## src/rtl/router_ctrl.sv

```systemverilog
`default_nettype none
// ============================================================================
//  Module      : router_ctrl
//  Description : Packet write controller for three router output FIFOs.
//                Decodes the header byte (dest in [1:0], payload length in
//                [7:2]), steers bytes to one FIFO with a first-byte tag,
//                applies backpressure, checks packet parity and soft-resets
//                any FIFO left non-empty and unread for TIMEOUT cycles.
//  Ports       : clk, rst            - clock, synchronous active-high reset
//                pkt_valid, din      - input byte stream
//                fifo_full/empty     - per-FIFO status flags
//                rd_en               - downstream reads (timeout only)
//                busy                - backpressure (combinational)
//                wr_en, lfd_state    - one-hot write, header tag (comb.)
//                data_out            - byte to FIFOs (combinational)
//                parity_err          - registered parity mismatch flag
//                soft_rst            - registered per-FIFO soft-reset pulse
//  Revision    : 1.0 - initial release
// ============================================================================
module router_ctrl #(
    parameter int TIMEOUT = 30
) (
    input  logic       clk,
    input  logic       rst,
    input  logic       pkt_valid,
    input  logic [7:0] din,
    input  logic [2:0] fifo_full,
    input  logic [2:0] fifo_empty,
    input  logic [2:0] rd_en,
    output logic       busy,
    output logic [2:0] wr_en,
    output logic       lfd_state,
    output logic [7:0] data_out,
    output logic       parity_err,
    output logic [2:0] soft_rst
);

    localparam int         c_CNT_W     = $clog2(TIMEOUT);
    localparam logic [2:0] c_ST_IDLE   = 3'd0;
    localparam logic [2:0] c_ST_WAIT   = 3'd1;
    localparam logic [2:0] c_ST_DATA   = 3'd2;
    localparam logic [2:0] c_ST_PARITY = 3'd3;
    localparam logic [2:0] c_ST_DRAIN  = 3'd4;

    logic [2:0] r_state;
    logic [2:0] w_next;
    logic [1:0] r_addr;
    logic [7:0] r_hdr;
    logic [5:0] r_rem;
    logic [7:0] r_par;

    logic [1:0] w_dest;
    logic       w_hdr_ok;
    logic       w_busy;
    logic       w_accept;

    assign w_dest   = din[1:0];
    assign w_hdr_ok = (w_dest != 2'd3);

    // Backpressure depends only on state and the flags of the latched FIFO,
    // never on the write decision, so it can feed w_accept without a loop.
    always_comb begin
        w_busy = 1'b0;
        case (r_state)
            c_ST_WAIT:               w_busy = 1'b1;
            c_ST_DATA, c_ST_PARITY:  w_busy = fifo_full[r_addr];
            default:                 w_busy = 1'b0;
        endcase
    end

    assign busy     = w_busy;
    assign w_accept = pkt_valid & ~w_busy;

    always_ff @(posedge clk) begin
        if (rst) begin
            r_state <= c_ST_IDLE;
        end else begin
            r_state <= w_next;
        end
    end

    always_comb begin
        w_next    = r_state;
        wr_en     = 3'b000;
        lfd_state = 1'b0;
        data_out  = din;
        case (r_state)
            c_ST_IDLE: begin
                if (pkt_valid && w_hdr_ok) begin
                    if (fifo_empty[w_dest]) begin
                        wr_en     = 3'b001 << w_dest;
                        lfd_state = 1'b1;
                        w_next    = (din[7:2] == 6'd0) ? c_ST_PARITY : c_ST_DATA;
                    end else begin
                        w_next = c_ST_WAIT;
                    end
                end
            end
            c_ST_WAIT: begin
                // The stored header is presented for the whole wait so it
                // is on data_out the moment the FIFO reports empty.
                data_out = r_hdr;
                if (fifo_empty[r_addr]) begin
                    wr_en     = 3'b001 << r_addr;
                    lfd_state = 1'b1;
                    w_next    = (r_rem == 6'd0) ? c_ST_PARITY : c_ST_DATA;
                end
            end
            c_ST_DATA: begin
                if (w_accept) begin
                    wr_en = 3'b001 << r_addr;
                    if (r_rem == 6'd1) begin
                        w_next = c_ST_PARITY;
                    end
                end
                // A soft reset of the target FIFO abandons the packet; the
                // remaining bytes are swallowed in DRAIN.
                if (soft_rst[r_addr]) begin
                    w_next = c_ST_DRAIN;
                end
            end
            c_ST_PARITY: begin
                if (w_accept) begin
                    wr_en  = 3'b001 << r_addr;
                    w_next = c_ST_IDLE;
                end
                if (soft_rst[r_addr]) begin
                    w_next = c_ST_DRAIN;
                end
            end
            c_ST_DRAIN: begin
                if (w_accept && (r_rem == 6'd0)) begin
                    w_next = c_ST_IDLE;
                end
            end
            default: w_next = c_ST_IDLE;
        endcase
    end

    always_ff @(posedge clk) begin
        if (rst) begin
            r_addr     <= 2'd0;
            r_hdr      <= 8'd0;
            r_rem      <= 6'd0;
            r_par      <= 8'd0;
            parity_err <= 1'b0;
        end else begin
            case (r_state)
                c_ST_IDLE: begin
                    if (w_accept && w_hdr_ok) begin
                        r_addr     <= w_dest;
                        r_hdr      <= din;
                        r_rem      <= din[7:2];
                        r_par      <= din;
                        parity_err <= 1'b0;
                    end
                end
                c_ST_DATA: begin
                    if (w_accept) begin
                        r_par <= r_par ^ din;
                        r_rem <= r_rem - 6'd1;
                    end
                end
                c_ST_PARITY: begin
                    if (w_accept) begin
                        parity_err <= (din != r_par);
                    end
                end
                c_ST_DRAIN: begin
                    // r_rem counts payload left; the extra parity byte is the
                    // one accepted while r_rem is already zero.
                    if (w_accept && (r_rem != 6'd0)) begin
                        r_rem <= r_rem - 6'd1;
                    end
                end
                default: ;
            endcase
        end
    end

    generate
        for (genvar k = 0; k < 3; k++) begin : g_timeout
            logic [c_CNT_W-1:0] r_cnt;
            logic               r_pulse;
            logic               w_stale;

            assign w_stale = ~fifo_empty[k] & ~rd_en[k];

            always_ff @(posedge clk) begin
                if (rst) begin
                    r_cnt   <= '0;
                    r_pulse <= 1'b0;
                end else if (w_stale && (r_cnt == c_CNT_W'(TIMEOUT - 1))) begin
                    r_cnt   <= '0;
                    r_pulse <= 1'b1;
                end else if (w_stale) begin
                    r_cnt   <= r_cnt + c_CNT_W'(1);
                    r_pulse <= 1'b0;
                end else begin
                    r_cnt   <= '0;
                    r_pulse <= 1'b0;
                end
            end

            assign soft_rst[k] = r_pulse;
        end
    endgenerate

endmodule
`default_nettype wire
```

## config.mk

```make
export PLATFORM = sky130hd
export DESIGN_NAME = router_ctrl
export DESIGN_NICKNAME = d
export VERILOG_FILES = /design/src/rtl/router_ctrl.sv
export SDC_FILE = /design/constraint.sdc
export NUM_CORES = 1
export LEC_CHECK = 0
export BUFFER_PORTS_ARGS = -buffer_cell sky130_fd_sc_hd__buf_2
export CAP_MARGIN = 20
export CORE_MARGIN = 4
export CORE_UTILIZATION = 45
export CTS_CLUSTER_DIAMETER = 60
export DETAILED_ROUTE_END_ITERATION = 6
export GPL_TIMING_DRIVEN = 0
export MAX_ROUTING_LAYER = met4
export PLACE_DENSITY = 0.64
export SLEW_MARGIN = 10
export SYNTH_ARGS = -nofsm -noshare
export SYNTH_HDL_FRONTEND = slang
export SYNTH_SLANG_ARGS = --single-unit
export TNS_END_PERCENT = 5
```

## constraint.sdc

```tcl
create_clock -name clk -period 5.4 [get_ports clk]
set_clock_uncertainty 0.15 [all_clocks]
set_input_delay 0.27 -clock clk [delete_from_list [all_inputs] [get_ports clk]]
set_output_delay 0.27 -clock clk [all_outputs]
set_load 0.03 [all_outputs]
```

==> results of run 1 <==
## stage by stage
| step | power [W] | area (um2) | hold slack, ns |
|---|---|---|---|
| 2_1_floorplan | 0.0006741 | 2514 | 0.1956 |
| 3_3_place_gp | 0.0007665 | 2776 | 0.2926 |
| 3_5_place_dp | 0.0007690 | 2776 | 0.2972 |
| 4_1_cts | 0.001034 | 2923 | 0.005241 |
| 5_1_grt | 0.001093 | 2923 | 0.004713 |
| 6_report | 0.001026 | 2923 | 0.01265 |
## critical path: stages (launching register included)
cell and delay, ns:
dfxtp_1 0.36, buf_4 0.18, nor2_1 0.17, and2_1 0.15, clkbuf_1 0.27, clkbuf_1 0.39, nand2_1 0.09, o21ai_0 0.08
buf_2 0.22
## per-layer routing
layer | global-route usage | vias up | routed length, um
met5 | - | - | 0
met4 | 0.06373 | 0 | 11
met3 | 0.03796 | 2 | 396
met2 | 0.3077 | 54 | 2786
met1 | 0.2546 | 1091 | 2838
li1 | - | 1195 | -
## sequential cells by signal (all words and copies together), names as in the netlist
name and cells:
g_timeout.r_cnt 15, r_hdr 7, parity_err 1, r_par 8, r_rem 6, g_timeout.r_pulse 3
r_addr 1, r_state 3
## cells in the mapped netlist, types with 2 or more instances
cell      count  share of area
nor3_1        3         0.0060
clkbuf_1      8          0.012
a21o_1        4          0.012
mux2_2        2         0.0090
nor4b_1       4          0.014
xor2_1        7          0.024
o32ai_1       3          0.010
or4_1         3         0.0090
and4_1        3          0.010
a21bo_2       2         0.0080
a31oi_1       9          0.022
inv_1        16          0.024
nor4_1        2         0.0050
nand2_1      42          0.063
nand3_1       8          0.016
nor2_1       29          0.043
nand3b_1      4          0.012
nor2b_1       4          0.010
xnor2_1      11          0.038
nand4_1       2         0.0050
dfxtp_1      44           0.35
or3_1         9          0.022
buf_2         6          0.012
o21ai_0      15          0.030
mux2i_1       4          0.016
o21a_1        2         0.0060
ha_1          9          0.045
a21oi_1      20          0.040
o211ai_1      9          0.027
buf_4         5          0.015
## layout make-up
cell class / count / area share
Buffer: 20 / 0.03467
Clock buffer: 5 / 0.02354
Clock inverter: 3 / 0.01627
Inverter: 16 / 0.02055
Multi-Input combinational cell: 233 / 0.5034
Sequential cell: 44 / 0.3014
Tap cell: 70 / 0.02997
Timing Repair Buffer: 38 / 0.07021
## power by group through the flow
stage / logic [W] / clock network (W) / registers, W
after floorplan: 0.000275 / 0 / 0.000399
after global placement: 0.000361 / 0 / 0.000405
after detailed placement: 0.000363 / 0 / 0.000406
after CTS: 0.000366 / 0.000269 / 0.000399
after global routing: 0.000406 / 0.000282 / 0.000405
final: 0.000366 / 0.000261 / 0.000400
## cells by family after synthesis
family,after synthesis
mux,6
buf+inv,36
simple gates,121
fa+ha+maj,9
xor+xnor,18
compound gates,79
flops,44
## worst max-delay path by stage
stage,endpoint,cells after the start,from,slack (ns)
after floorplan,wr_en[0],4,r_state[1],3.03
after global placement,data_out[4],8,r_state[2],3.12
after detailed placement,data_out[4],8,r_state[2],3.09
after CTS,data_out[4],8,r_state[2],2.72
after global routing,data_out[4],8,r_state[1],2.57
final,data_out[4],8,r_state[2],2.75
==> summary.md, run 1 <==
| Metric | Value |
|---|---|
| Combinational Power Share | `0.356` |
| Placed instance count | `418` |
| R2R Setup Slk | `3.14 ns` |
| Number of cells on the worst hold path | `2` |
| Setup slack after layout | `2.753 ns` |
| Clock latency on the worst-skew pair | `0.31 ns` |
| Total negative slack | `0 ns` |
| Worst min-delay path class | `primary input to register` |
| Pwr/cell area | `351.2 mW/mm2` |
| Resize count post-CTS | `0` |
| Power share of the clock group | `0.255` |
| FF+latch count, synth | `44` |
| 1st-iter DRT viols | `141` |
| I/O Buffers | `35` |
| Net Switching | `0.0003849 W` |
| Hold Crit Start | `fifo_empty[0]` |
| Critical path type | `register to output port` |
| Area occupied by multi-input gates | `0.001471 mm2` |
| Max Buffers Root-to-Sink | `2` |
| Reg2Reg Depth | `6` |
| Clk pin slew, worst setup/hold paths | `0.09 ns` |
| Hold_buf cts | `3` |
| Reg2reg end | `r_par[6]` |
| Number of H-tree levels | `2` |
| Synth unique cells | `54` |
| Final hold vios | `0` |
| Core box area | `0.005270 mm2` |
| Fill cell count | `520` |
| Vias per Instance | `5.459` |
| Final Cycle Share | `0.4903` |
| Clock root cell | `clkbuf_8` |
| Post-Syn Area | `0.002514 mm2` |
| Pre-antenna DRT Iters | `4` |
| Pre-CTS setup slack | `3.090 ns` |
| WP data arrival | `2.23 ns` |
| Die width | `82.74 um` |
| Outcome | `completed` |
| Post-CTS Setup Bufs | `0` |
| Slew margin rel. | `0.5201` |
| Combinational family with the most area after synthesis | `simple AND/OR/NAND/NOR gates` |
| Clock buffer count from CTS | `5` |
| Initial antenna violation count | `0` |
| Die height | `82.74 um` |
| Initial cell density of the core | `0.4770` |
| Tmin final | `2.647 ns` |
| Mean Syn Cell Area | `8.031 um2` |
| Synth Area in Simple Gates | `0.2434` |
| Startpoint Class | `register` |
| Compound-gate portion of the synthesized area | `0.2096` |
| Multiplexer share of the synthesized area | `0.02489` |
| CP required | `4.98 ns` |
| Final Max Slew Viols | `0` |
| CP Capture Type | `output port` |
| Seq pwr share | `0.389` |
| Die ar. | `0.006846 mm2` |
| Setup violations, final | `0` |
| Post-synthesis sequential area ratio | `0.3504` |
| Layout Utilization | `0.5546` |
| Commonest non-fill, non-tap cell in the layout | `dfxtp_1` |
| Worst Max-Slew Pin Slew | `0.7099 ns` |
| Synth Area in Adders | `0.04480` |
| Post-synth EDFFs | `0` |
| CTS tree | `yes` |
| Total wire length after detailed routing | `6032 um` |
| Top FF cell, synth | `dfxtp_1` |
| Vias in the first global route | `2,107` |
| Tot GR Track Use | `0.1963` |
| Internal power | `0.0006414 W` |
| Final non-filler cell total | `429` |
| Most frequent cells in the layout | `dfxtp_1 (44), nand2_1 (42), buf_2 (41)` |
| Site Rows | `26` |
| Placer Congestion | `0.8965` |
| Post-DP HPWL | `4473 um` |
| Fmax | `377.7 MHz` |
| Routed len/inst | `14.06 um` |
| Hold path endpoint | `g_timeout[0].r_pulse` |
| Antenna-violating nets left | `0` |
| Worst Path Max Fanout | `10` |
| Via count | `2,342` |
| Total global routing overflow | `0` |
| Warnings from Yosys | `0` |
| Lkg Pwr | `1.153 nW` |
| First-pass GRT wire length | `9984 um` |
| RSZ-0062 raised after global routing | `false` |
| Largest net degree at the start of global routing | `16` |
| Ratio of cells with drive above 1 in the final layout | `0.1755` |
| Synth Area in XOR/XNOR | `0.06272` |
| Area Growth Syn to Fin | `16.28%` |
| # DRC | `0` |
| FF+latch area | `880.8 um2` |
| RR Startpoint | `r_state[1]` |
| Ports | `37` |
| Inserted Diodes | `0` |
| CTS sink count | `44` |
| Syn Nets | `342` |
| Final-stage net count | `387` |
| Peak supply drop | `0.1913 mV` |
| Max cap viols | `0` |
| Switch share | `0.3751` |
| Cells after Synth | `313` |
| Asr flop ratio synth | `0` |
(Power assumes the default switching activity.)
==> inputs of run 2 (changes only) <==
Settings changed: PLACE_DENSITY 0.64 to 0.67.
Clock period 5.4 ns to 2.3 ns, I/O delays scaled along.
==> run 2 against run 1 <==
The run now ends with negative setup slack left. Utilization increased by 2.0 points. Clock-buffer cell count is 2 higher. Highest routed layer unchanged. First-iteration DRC count shrank 37%. Sequential share of layout area down 1.0 points. Critical path type unchanged. Total power up 130%. Critical endpoint is now wr_en[0]. Via count is 2.0% higher.
==> summary.md, run 2 (synthesis results as in run 1) <==
| Metric | Value |
|---|---|
| Outcome | `complete, but fails checks` |
| Failing checks | `negative setup slack` |
| Clk pin slew, worst setup/hold paths | `0.09 ns` |
| Largest net degree at the start of global routing | `14` |
| First-pass GRT wire length | `10,050 um` |
| Area Growth Syn to Fin | `20.46%` |
| Fill cell count | `515` |
| CP required | `2.04 ns` |
| FF+latch area | `882.1 um2` |
| Via count | `2,388` |
| Clock latency on the worst-skew pair | `0.30 ns` |
| Initial cell density of the core | `0.4770` |
| Core box area | `0.005270 mm2` |
| Final Cycle Share | `1.002` |
| Pwr/cell area | `775.9 mW/mm2` |
| Slowest CP cell | `or3_1` |
| Total wire length after detailed routing | `6189 um` |
| Final Max Slew Viols | `0` |
| Area occupied by multi-input gates | `0.001503 mm2` |
| Die height | `82.74 um` |
| # DRC | `0` |
| Die ar. | `0.006846 mm2` |
| Total global routing overflow | `0` |
| CTS sink count | `44` |
| R2R Setup Slk | `0.19 ns` |
| Initial antenna violation count | `0` |
| Site Rows | `26` |
| Peak supply drop | `0.3755 mV` |
| Vias in the first global route | `2,220` |
| RSZ-0062 raised after global routing | `true` |
| Ratio of cells with drive above 1 in the final layout | `0.1907` |
| Setup slack after layout | `-0.005551 ns` |
| WP data arrival | `2.04 ns` |
| Worst Max-Slew Pin Slew | `0.5487 ns` |
| Most frequent cells in the layout | `dfxtp_1 (43), nand2_1 (42), buf_2 (39)` |
| Layout Utilization | `0.5745` |
| Slew margin rel. | `0.6342` |
| Tmin final | `2.306 ns` |
| Die width | `82.74 um` |
| 1st-iter DRT viols | `89` |
| Total Power | `0.002349 W` |
| Tot GR Track Use | `0.1948` |
| Vias per Instance | `5.465` |
| Post-DP HPWL | `4492 um` |
| Placer Congestion | `0.8461` |
| Largest regs | `g_timeout.r_cnt x15, r_par x8, r_hdr x7` |
| Max cap viols | `0` |
| CP bufs+invs | `2` |
| Max Buffers Root-to-Sink | `2` |
| Placed inst area | `0.002776 mm2` |
| Inserted Diodes | `0` |
| CTS tree | `yes` |
| Worst Path Max Fanout | `9` |
| Pre-antenna DRT Iters | `4` |
| CP cell instances | `buf_6, mux2i_4, o211ai_1, a2bb2oi_1, or3_1, o32ai_1, buf_4` |
| CP peak stage delay | `0.34 ns` |
| Final hold vios | `0` |
| Max reg flops | `15` |
| Commonest non-fill, non-tap cell in the layout | `dfxtp_1` |
| Fin area | `0.003028 mm2` |
| Clock buffer count from CTS | `5` |
| Startpoint Class | `register` |
| Number of H-tree levels | `2` |
| Final-stage net count | `395` |
| I/O Buffers | `35` |
| Setup violations, final | `1` |
| Antenna-violating nets left | `0` |
| Fmax | `433.7 MHz` |
| Family with the most delay on the worst path | `compound AO/OA/AOI/OAI gates` |
| Routed len/inst | `14.16 um` |
| Lkg Pwr | `1.204 nW` |
| Largest Register | `g_timeout.r_cnt` |
| Worst min-delay path class | `primary input to register` |
| Clock root cell | `clkbuf_8` |
| Critical path type | `register to output port` |
| Ports | `37` |
| CP Capture Type | `output port` |
[run 2: cell count changes in the layout (fill, tap and decap cells not counted), moves of 2 or more]
cell	delta
dlygate4sd3_1	+8
buf_2	-2
buf_4	+2
clkbuf_1	-2
clkbuf_2	+2
clkinv_4	-2
[run 2: final timing paths]
kind	from	endpoint	cells after the start
max	r_hdr[1]	wr_en[0]	7
max reg2reg	r_state[0]	r_par[6]	5
min reg2reg	r_hdr[2]	r_hdr[2]	2
min	din[2]	r_hdr[2]	3
[run 2: layout make-up]
type,instances,area share
Timing Repair Buffer,47,0.09835
Inverter,16,0.01983
Sequential cell,44,0.2913
Tap cell,70,0.02893
Clock buffer,7,0.02851
Buffer,19,0.03430
Multi-Input combinational cell,233,0.4963
Clock inverter,1,0.002479
[run 2: power by group]
| group | internal (W) | switching (W) |
|---|---|---|
| Combinational | 0.000352 | 0.000541 |
| Clock | 0.000244 | 0.000270 |
| Sequential | 0.000856 | 0.0000858 |
| Total | 0.00145 | 0.000897 |
[run 2: worst min-delay path, delay by kind of cell]
family                 cells  cell delay (ns)
and+or+nand+nor            1             0.12
AOI/OAI and AO/OA          1             0.07
buffers and inverters      1             0.13
[run 2: through the flow]
| step | setup TNS [ns] | setup slack [ns] | instances | hold WS (ns) |
|---|---|---|---|---|
| floorplan | 0 | 0.08210 | 313 | 0.04055 |
| detailed placement | 0 | 0.1050 | 418 | 0.1446 |
| CTS | -0.006489 | -0.006489 | 436 | 0.03519 |
| finish | -0.005551 | -0.005551 | 437 | 0.04249 |
| global route | -0.2363 | -0.1140 | 437 | 0.06151 |
| global placement | 0 | 0.06152 | 418 | 0.1400 |
[run 2: what timing repair did]
action                                  4_1_cts  5_1_grt
setup buffers                                 0        1
resized for setup                             9        3
endpoints found under the setup margin       10        7
pin swaps                                     0        1
hold endpoints to repair                     10        0
hold buffers                                 11        0
[run 2: routing by layer]
metal / wire length, um / up-vias / global-route usage
met4: 57 / 0 / 0.06373
met2: 2958 / 33 / 0.3149
met1: 2930 / 1139 / 0.2464
met5: 0 / - / -
met3: 242 / 5 / 0.03471
li1: - / 1211 / -
==> inputs of run 3 (changes only) <==
Settings changed: ABC_AREA set to 1, CORE_UTILIZATION 45 to 52, CTS_CLUSTER_DIAMETER 60 to unset, PLACE_DENSITY 0.67 to 0.75.
==> run 3 against run 2 <==
Highest routed layer unchanged. Global-route usage is 2.2 points higher. Die area is 10% lower. The flow now finishes without violations. Routed wire length is 2.4% lower. Critical path type unchanged. First-iteration DRC count grew to 3.2 times the previous value. Sequential cell count stayed put. Synthesized cell count is 19% higher. Setup slack better by 0.19 ns. Maximum frequency is 9.2% higher.
==> summary.md, run 3 <==
| Metric | Value |
|---|---|
| Met2 Usage GRT | `0.3311` |
| CP bufs+invs | `3` |
| Largest Register | `g_timeout.r_cnt` |
| Area contributors post-synth | `dfxtp_1 (34%), nand2_1 (11%), nor2_1 (10%), o21ai_0 (5.4%), inv_1 (4.6%)` |
| Largest regs | `g_timeout.r_cnt x15, r_par x8, r_hdr x7` |
| Total negative slack | `0 ns` |
| Core box area | `0.004755 mm2` |
| Setup violations, final | `0` |
| Site Rows | `25` |
| Combinational Power Share | `0.529` |
| Slowest CP cell | `dfxtp_1` |
| Total global routing overflow | `0` |
| # DRC | `0` |
| Startpoint Class | `register` |
| Initial antenna violation count | `0` |
| Final Max Slew Viols | `0` |
| Seq pwr share | `0.297` |
| Initial cell density of the core | `0.5437` |
| Pre-antenna DRT Iters | `5` |
| Largest net degree at the start of global routing | `16` |
| Placed inst area | `0.002839 mm2` |
| Vias per Instance | `5.027` |
| First-pass GRT wire length | `10,450 um` |
| Worst Path Max Fanout | `10` |
| Inserted Diodes | `0` |
| Area Growth Syn to Fin | `17.18%` |
| Fin area | `0.003029 mm2` |
| Routed len/inst | `12.43 um` |
| Final hold vios | `0` |
| I/O Buffers | `34` |
| CTS tree | `yes` |
| CP required | `2.04 ns` |
| Number of H-tree levels | `2` |
| Top FF cell, synth | `dfxtp_1` |
| Worst Max-Slew Pin Slew | `0.4709 ns` |
| WP data arrival | `1.85 ns` |
| Placer Congestion | `0.8434` |
| Final Cycle Share | `0.9181` |
| Syn Nets | `401` |
| Post-synth top cells | `nand2_1 (73), nor2_1 (72), dfxtp_1 (44)` |
| Final non-filler cell total | `486` |
| Total wire length after detailed routing | `6043 um` |
| Layout Utilization | `0.6371` |
| Worst min-delay path class | `primary input to register` |
| Post-synth EDFFs | `0` |
| Clock root cell | `clkbuf_8` |
| Top-count cell post-synth | `nand2_1` |
| Asr flop ratio synth | `0` |
| Via count | `2,443` |
| FF+latch count, synth | `44` |
| Switch share | `0.4650` |
| CTS sink count | `44` |
| Clock buffer count from CTS | `5` |
| Post-DP HPWL | `4468 um` |
| Fill cell count | `454` |
| Fmax | `473.5 MHz` |
| Max cap viols | `0` |
| Share of the synthesized area in the top cell type | `0.3408` |
| Pwr/cell area | `1183 mW/mm2` |
| Gr busiest metal | `met2` |
| Die ar. | `0.006163 mm2` |
| Ports | `37` |
| Cells after Synth | `372` |
| Grt met1 use | `0.2860` |
| Net Switching | `0.001666 W` |
| Most frequent cells in the layout | `nand2_1 (73), nor2_1 (72), dfxtp_1 (41)` |
| Tot GR Track Use | `0.2169` |
| Slew margin rel. | `0.6861` |
| Placed instance count | `473` |
| CP cell instances | `nand3_2, buf_2, inv_1, nand2_1, o21ai_2, nand3_1, o31ai_1, buf_4` |
| Synth unique cells | `32` |
| Post-synthesis sequential area ratio | `0.3408` |
| Post-Syn Area | `0.002585 mm2` |
| Commonest non-fill, non-tap cell in the layout | `nand2_1` |
| Critical path type | `register to output port` |
| Lkg Pwr | `1.414 nW` |
| Mean Syn Cell Area | `6.949 um2` |
| Ratio of cells with drive above 1 in the final layout | `0.1885` |
| CP peak stage delay | `0.44 ns` |
| RSZ-0062 raised after global routing | `false` |
| Vias in the first global route | `2,285` |
| Family with the most delay on the worst path | `buffers and inverters` |
| CP Capture Type | `output port` |
| WHS | `0.008075 ns` |
| Clock latency on the worst-skew pair | `0.31 ns` |
| Tmin final | `2.112 ns` |
| Outcome | `completed` |
| Max reg flops | `15` |
| Peak supply drop | `0.5542 mV` |
| Clk pin slew, worst setup/hold paths | `0.09 ns` |
| Power share of the clock group | `0.174` |
| 1st-iter DRT viols | `288` |
| Final-stage net count | `447` |
| Met3 usage | `0.04817` |
| Internal power | `0.001917 W` |
| Die height | `78.51 um` |
| Die width | `78.51 um` |
| Antenna-violating nets left | `0` |
| Area leader, netlist | `dfxtp_1` |
| Max Buffers Root-to-Sink | `2` |
| Warnings from Yosys | `0` |
run 3: cell count changes after synthesis, moves of 9 or more:
cell / before / now
nand3_1: 8 / 21
nand4_1: 2 / 11
or3_1: 9 / 0
a31oi_1: 9 / 0
o21ai_0: 15 / 28
nor2_1: 29 / 72
nand2_1: 42 / 73
inv_1: 16 / 32
run 3: final timing paths:
path | slack [ns] | from | endpoint | cells past startpoint
worst min-delay path | 0.008 | fifo_empty[2] | g_timeout[2].r_pulse | 4
worst min register to register | 0.31 | r_hdr[2] | r_hdr[2] | 2
worst max register to register | 0.47 | r_state[0] | r_rem[3] | 11
worst max-delay path | 0.19 | r_state[0] | wr_en[2] | 8
run 3: cell type report:
cell class / count / area, um2 / share of cell area
clock inverters: 3 / 46.29 / 0.01528
inverters: 35 / 131.4 / 0.04337
multi-input cells: 280 / 1503 / 0.4961
flip-flops and latches: 44 / 887.1 / 0.2929
repair buffers: 39 / 225.2 / 0.07435
well taps: 67 / 83.83 / 0.02767
clock buffers: 5 / 68.82 / 0.02272
plain buffers: 13 / 83.83 / 0.02767
run 3: routing by layer:
| layer | part of all wire | vias to the layer above |
|---|---|---|
| met5 | 0 | - |
| met4 | 0.012 | 0 |
| met3 | 0.057 | 7 |
| met2 | 0.46 | 56 |
| met1 | 0.47 | 1096 |
| li1 | - | 1284 |
run 3: cells by family (layout without fill, tap and decap cells):
logic type / after synthesis / count (layout) / synth area share
xor gates and xnor gates: 20 / 20 / 0.06776
buffers and inverters: 48 / 95 / 0.08325
adders and majority gates: 9 / 9 / 0.04356
and+or+nand+nor: 199 / 199 / 0.3562
DFF: 44 / 44 / 0.3408
muxes: 2 / 2 / 0.007745
AOI/OAI and AO/OA: 50 / 50 / 0.1007
run 3: timing repair:
action | in CTS | in global routing
setup endpoints to repair | 3 | 3
pin swaps | 0 | 1
buffers inserted | 0 | 0
endpoints found under the hold margin | 4 | 0
gates resized for setup | 2 | 10
hold buffers | 5 | 0
run 3: metrics by stage:
step / total power, W / worst slack [ns]
4_1_cts: 0.003555 / 0.01623
2_1_floorplan: 0.002525 / 0.2880
5_1_grt: 0.003886 / 0.04596
3_3_place_gp: 0.002886 / 0.3126
3_5_place_dp: 0.002917 / 0.3002
6_report: 0.003583 / 0.1883
run 3: tightest hold or removal path: stages:
cell     delay [ns]
buf_2          0.11
nor2_1         0.06
nand4_1        0.09
nor2_1         0.04
run 3: power by group through the flow:
stage               clock network [W]  logic (W)  registers (W)
floorplan                           0    0.00147        0.00106
global placement                    0    0.00182        0.00106
detailed placement                  0    0.00185        0.00107
CTS                          0.000631    0.00187        0.00105
global route                 0.000661    0.00214        0.00108
finish                       0.000624    0.00190        0.00106
